### src/rtl/div_seq_pkg.sv
// Shared types and constants for the sequential restoring divider.
package div_seq_pkg;

   localparam int DATA_WIDTH = 32;

   typedef enum logic [1:0] {
      ST_IDLE = 2'd0,
      ST_BUSY = 2'd1,
      ST_DONE = 2'd2
   } state_t;

endpackage

### src/rtl/div_seq_if.sv
// Request/ready bundle between the execute stage (master) and the divider (slave).
interface div_seq_if #(
   parameter int XLEN = div_seq_pkg::DATA_WIDTH
);
   logic [XLEN-1:0] dividend_in;
   logic [XLEN-1:0] divisor_in;
   logic            req_in;
   logic            rem_sel_in;
   logic            ready_out;
   logic [XLEN-1:0] result_out;

   modport master (
      output dividend_in, divisor_in, req_in, rem_sel_in,
      input  ready_out, result_out
   );

   modport slave (
      input  dividend_in, divisor_in, req_in, rem_sel_in,
      output ready_out, result_out
   );
endinterface

### src/rtl/div_seq_step.sv
// One restoring-division iteration: shift in the next dividend bit, subtract if it fits.
module div_seq_step #(
   parameter int XLEN = 32
) (
   input  logic [XLEN-1:0] rem_in,
   input  logic            dvd_bit_in,
   input  logic [XLEN-1:0] divisor_in,
   output logic [XLEN-1:0] rem_out,
   output logic            q_bit_out
);

   logic [XLEN:0] rem_shift;

   // Trial subtraction; the difference always fits in XLEN bits because it is below the divisor.
   always_comb begin
      rem_shift = {rem_in, dvd_bit_in};
      q_bit_out = (rem_shift >= {1'b0, divisor_in});
      rem_out   = q_bit_out ? (rem_shift[XLEN-1:0] - divisor_in) : rem_shift[XLEN-1:0];
   end

endmodule

### src/rtl/div_seq.sv
// Multi-cycle unsigned restoring divider, one quotient bit per clock.
// The dividend register doubles as the quotient register: each step shifts a
// dividend bit out of the top and the new quotient bit into the bottom.
module div_seq
   import div_seq_pkg::*;
#(
   parameter int XLEN = DATA_WIDTH
) (
   input  logic      clk_in,
   input  logic      reset_in,
   div_seq_if.slave  bus
);

   localparam int CNT_W = $clog2(XLEN) + 1;

   state_t           state;
   logic [CNT_W-1:0] count;
   logic [XLEN-1:0]  dq_q;
   logic [XLEN-1:0]  dsr_q;
   logic [XLEN-1:0]  rem_q;
   logic [XLEN-1:0]  rem_nxt;
   logic [XLEN-1:0]  result_q;
   logic             rem_sel_q;
   logic             ready_q;
   logic             q_bit;

   div_seq_step #(.XLEN(XLEN)) u_step (
      .rem_in     (rem_q),
      .dvd_bit_in (dq_q[XLEN-1]),
      .divisor_in (dsr_q),
      .rem_out    (rem_nxt),
      .q_bit_out  (q_bit)
   );

   // Control FSM with operand/shift registers and registered result/ready.
   always_ff @(posedge clk_in) begin
      if (reset_in) begin
         state     <= ST_IDLE;
         count     <= '0;
         dq_q      <= '0;
         dsr_q     <= '0;
         rem_q     <= '0;
         rem_sel_q <= 1'b0;
         result_q  <= '0;
         ready_q   <= 1'b0;
      end else begin
         ready_q <= 1'b0;
         case (state)
            ST_IDLE: begin
               if (bus.req_in) begin
                  dq_q      <= bus.dividend_in;
                  dsr_q     <= bus.divisor_in;
                  rem_sel_q <= bus.rem_sel_in;
                  rem_q     <= '0;
                  count     <= '0;
                  if (bus.divisor_in == '0) begin
                     // Division by zero: quotient all ones, remainder is the dividend.
                     state    <= ST_DONE;
                     ready_q  <= 1'b1;
                     result_q <= bus.rem_sel_in ? bus.dividend_in : '1;
                  end else begin
                     state <= ST_BUSY;
                  end
               end
            end
            ST_BUSY: begin
               if (!bus.req_in) begin
                  // Consumer withdrew the request: abandon quietly, keep old result.
                  state <= ST_IDLE;
               end else begin
                  dq_q  <= {dq_q[XLEN-2:0], q_bit};
                  rem_q <= rem_nxt;
                  count <= count + CNT_W'(1);
                  if (count == CNT_W'(XLEN - 1)) begin
                     state    <= ST_DONE;
                     ready_q  <= 1'b1;
                     result_q <= rem_sel_q ? rem_nxt : {dq_q[XLEN-2:0], q_bit};
                  end
               end
            end
            ST_DONE: begin
               state <= ST_IDLE;
            end
            default: begin
               state <= ST_IDLE;
            end
         endcase
      end
   end

   assign bus.ready_out  = ready_q;
   assign bus.result_out = result_q;

endmodule

### src/flat_wrapper.sv
// flat-port wrapper written by rule: the top's interface ports become plain ports
module div_seq_flat import div_seq_pkg::*;
#(
   parameter int XLEN = DATA_WIDTH
)
  (clk_in, reset_in, bus_dividend_in, bus_divisor_in, bus_req_in, bus_rem_sel_in, bus_ready_out, bus_result_out);
  div_seq_if #(.XLEN(XLEN)) bus_i ();
  input  logic clk_in;
  input  logic reset_in;
  input wire logic [$bits(bus_i.dividend_in)-1:0] bus_dividend_in;
  input wire logic [$bits(bus_i.divisor_in)-1:0] bus_divisor_in;
  input wire logic [$bits(bus_i.req_in)-1:0] bus_req_in;
  input wire logic [$bits(bus_i.rem_sel_in)-1:0] bus_rem_sel_in;
  output wire logic [$bits(bus_i.ready_out)-1:0] bus_ready_out;
  output wire logic [$bits(bus_i.result_out)-1:0] bus_result_out;
  assign bus_i.dividend_in = bus_dividend_in;
  assign bus_i.divisor_in = bus_divisor_in;
  assign bus_i.req_in = bus_req_in;
  assign bus_i.rem_sel_in = bus_rem_sel_in;
  assign bus_ready_out = bus_i.ready_out;
  assign bus_result_out = bus_i.result_out;
  div_seq #(.XLEN(XLEN)) u_core (.clk_in(clk_in), .reset_in(reset_in), .bus(bus_i));
endmodule
### config.mk
export PLATFORM = sky130hd
export DESIGN_NAME = div_seq_flat
export DESIGN_NICKNAME = d
export VERILOG_FILES = /design/src/rtl/div_seq_pkg.sv /design/src/rtl/div_seq_if.sv /design/src/rtl/div_seq_step.sv /design/src/rtl/div_seq.sv /design/src/flat_wrapper.sv
export SDC_FILE = /design/constraint.sdc
export NUM_CORES = 1
export LEC_CHECK = 0
export BUFFER_PORTS_ARGS = -buffer_cell sky130_fd_sc_hd__buf_2
export CORE_UTILIZATION = 50
export DETAILED_ROUTE_END_ITERATION = 7
export PLACE_DENSITY = 0.81
export SLEW_MARGIN = 10
export SYNTH_ARGS = -nofsm -noshare
export SYNTH_HDL_FRONTEND = slang
export SYNTH_SLANG_ARGS = --single-unit
### constraint.sdc
create_clock -name clk_in -period 2.55 [get_ports clk_in]
set_input_delay 0.1275 -clock clk_in [delete_from_list [all_inputs] [get_ports clk_in]]
set_output_delay 0.1275 -clock clk_in [all_outputs]
set_load 0.02 [all_outputs]
==> impl_metrics.json <==
{
  "violations": "negative hold slack, negative setup slack",
  "vias": 10150,
  "initial_core_util_pct": 50.94,
  "skew_ns": 0.007616,
  "min_path_type": "input pin to flip-flop",
  "r2r_slack_ns": -0.69,
  "synthCells": 1128,
  "hold_viol": 1,
  "fin_crit_ns": 3.244,
  "synthTopCellsByCount": "nand2_1 (180), dfxtp_1 (138), a21oi_1 (127)",
  "fp.dieW_um": 131.8,
  "grt.met3_usage_pct": 5.921,
  "insertedDiodeCount": 0,
  "synth_area_leaders": "dfxtp_1 (33%), nand2_1 (8.0%), a21oi_1 (7.6%), ha_1 (4.9%), nor2_1 (4.8%)",
  "antenna_found_initial": 0,
  "num_rows": 47,
  "synth_most_common_cell": "nand2_1",
  "cts_tree": "built",
  "drtIter0Drc": 1078,
  "die_h_um": 131.8,
  "clock_sinks": 138,
  "grt-ovfl-total": 0,
  "total_power_mw": 9.449,
  "fin_crit_sh_pct": 127.2,
  "syn_to_final_growth_pct": 47.16,
  "cts.path.max_buffers": 2,
  "top_usage_layer": "met2",
  "gp_congestion": 0.9311,
  "cp-endpoint": "u_core.rem_q[20]$_SDFFE_PP0P_",
  "fmax_mhz": 308.2,
  "setup_viol": 65,
  "drc": 0,
  "worstSetupPathType": "flip-flop to flip-flop",
  "dp_slack_ns": -0.3516,
  "core_area_um2": 16520,
  "post-route-util_pct": 74.97,
  "synthArstFlopShare_pct": 0,
  "ys_warn_count": 0,
  "hpwl_um": 19280,
  "drt-total-wl_um": 32250,
  "cp-start-kind": "flip-flop",
  "die_area_um2": 17360,
  "worstPathMaxFanout": 7,
  "p_per_area_nw_per_um2": 762.7,
  "postRouteAntennaNets": 0,
  "synth-edff-count": 0,
  "synth_top_area_share_pct": 32.82,
  "wl_per_cell_um": 19.60,
  "synth.avg_cell_area_um2": 7.463,
  "root_buffer": "clkbuf_16",
  "timing.final.ws_setup_ns": -0.6944,
  "min_from": "bus_divisor_in[9]",
  "grt_max_degree": 100,
  "required_ns": 2.86,
  "yosys.area.top_type": "dfxtp_1",
  "rsz0062_at_grt": "yes",
  "cts.reportedPaths.clkPinSlew_ns": 0.06,
  "worstReg2RegStart": "u_core.dsr_q[20]$_SDFFE_PP0P_",
  "final.setup.tns_ns": -31.58,
  "worst_ir_drop_vdd_uv": 691.2,
  "met1_usage_pct": 38.48,
  "nets": 1515,
  "max-cap-violations": 0,
  "tightest_slew_ns": 0.8342,
  "timing.hold.ws_ns": -0.008053,
  "layout-drive-gt1-share_pct": 32.14,
  "crit_start": "u_core.dsr_q[20]$_SDFFE_PP0P_",
  "synth-seq-area-share_pct": 32.82,
  "cts_made_buffers": 17,
  "grt_pass1_wl_um": 47230,
  "htreeDepth": 4,
  "synth_top_flop_cell": "dfxtp_1",
  "leakagePower_nw": 5.262,
  "cp_data_arrival_time_ns": 3.56,
  "ys_types": 69,
  "grt_usage_pct": 34.20,
  "first_pass_iters": 6,
  "reg2reg_depth": 13,
  "status": "complete, but fails checks",
  "gr-usage-met2_pct": 59.52,
  "io_pins": 101,
  "slew_violations": 0,
  "io_buffers": 100,
  "ys_ff_latch": 138,
  "relSlewSlack_pct": 43.66,
  "via_per_inst": 6.170,
  "netlist_area_um2": 8418,
  "grt_pass1_vias": 9545,
  "r2r-end": "u_core.rem_q[20]$_SDFFE_PP0P_",
  "synth_fp_nets": 1230,
  "end_kind": "flip-flop",
  "clock_latency_ns": 0.44
}
==> how the worst min path moves through the flow <==
stage / end / slack, ns / cells after the start
finish: u_core.dsr_q[9]$_SDFFE_PP0P_ / -0.008 / 3
global route: u_core.dsr_q[9]$_SDFFE_PP0P_ / 0.007 / 3
floorplan: u_core.dsr_q[1]$_SDFFE_PP0P_ / 0.26 / 2
detailed placement: u_core.dsr_q[24]$_SDFFE_PP0P_ / 0.39 / 3
CTS: u_core.dsr_q[0]$_SDFFE_PP0P_ / 0.005 / 3
global placement: u_core.dsr_q[4]$_SDFFE_PP0P_ / 0.38 / 3
==> what timing repair did <==
item                                    CTS  global route
setup buffers                             9             9
endpoints found under the setup margin   65            65
endpoints found under the hold margin    57             0
hold buffers                             57             0
resized for setup                        65            61
pin swaps                                19            35
cloned                                    1             0
==> power breakdown <==
part	internal, mW	switching [mW]
sequential	2.26	0.0894
clock	1.74	1.05
combinational	2.18	2.13
==> cell usage in the layout (no fill, tap or decap), types with 8 or more instances in the layout <==
cell type and instances:
dfxtp_1 131, buf_12 8, nor2b_1 28, nor2_1 105, mux2i_4 11, nand3_1 20, nor3_1 40, xnor2_1 15
a2bb2oi_2 18, nor4_1 10, a311oi_1 33, nand4_1 12, xor2_1 11, dlygate4sd3_1 57, ha_1 24, mux2i_1 11
nand2_1 178, inv_1 43, a21o_1 14, buf_4 177, o21ai_0 28, buf_6 9, o2bb2ai_1 12, a21oi_1 104
buf_2 99, a21oi_2 23, clkbuf_16 17
==> state kept, by name, summed over array words and instances, names as in the netlist <==
register	cells
u_core.dq_q	32
u_core.bus.result_out	32
u_core.rem_sel_q	1
u_core.state	2
u_core.bus.ready_out	1
u_core.count	6
u_core.dsr_q	32
u_core.rem_q	32
==> layer usage <==
metal  vias up  part of all wire, %  wire, um
li1       4598                    -         -
met1      4758                   37     11910
met2       588                   48     15370
met3       206                  7.4      2401
met4         0                  7.9      2562
met5         -                    0         0
==> worst max-delay path: stages (launching register included) <==
cell	delay, ns
dfxtp_1	0.33
inv_1	0.06
ha_1	0.31
a21oi_1	0.31
o21ai_0	0.29
nor2_1	0.24
inv_1	0.11
o211a_1	0.28
buf_6	0.14
nor2_4	0.23
buf_6	0.18
mux2i_2	0.35
a2bb2oi_2	0.22
nor2_1	0.06
==> final cells by class <==
type | instances | area (um2)
clock buffers | 17 | 425.4
clock inverters | 14 | 216.5
fillers | 1066 | 4136
inverters | 47 | 176.4
multi-input cells | 858 | 5839
flip-flops and latches | 138 | 2771
well taps | 220 | 275.3
repair buffers | 351 | 2684
==> per-stage QoR <==
step	cell area (um2)	cells
final	12390	1645
after global routing	12390	1645
after CTS	11990	1638
after detailed placement	10370	1541
after global placement	10370	1541
after floorplan	8536	1128
==> logic make-up (layout without fill, tap and decap cells) <==
kind of cell | after synthesis | count (layout) | share of synthesized area [%]
AO/OA/AOI/OAI | 318 | 318 | 25.07
XOR/XNOR | 27 | 27 | 2.809
adder cells (fa/ha/maj) | 34 | 34 | 5.143
buffers and inverters | 132 | 429 | 6.317
flip-flops | 138 | 138 | 32.82
multiplexers | 31 | 31 | 3.716
AND/OR/NAND/NOR | 448 | 448 | 24.12
Power figures use the tool's default switching activity.
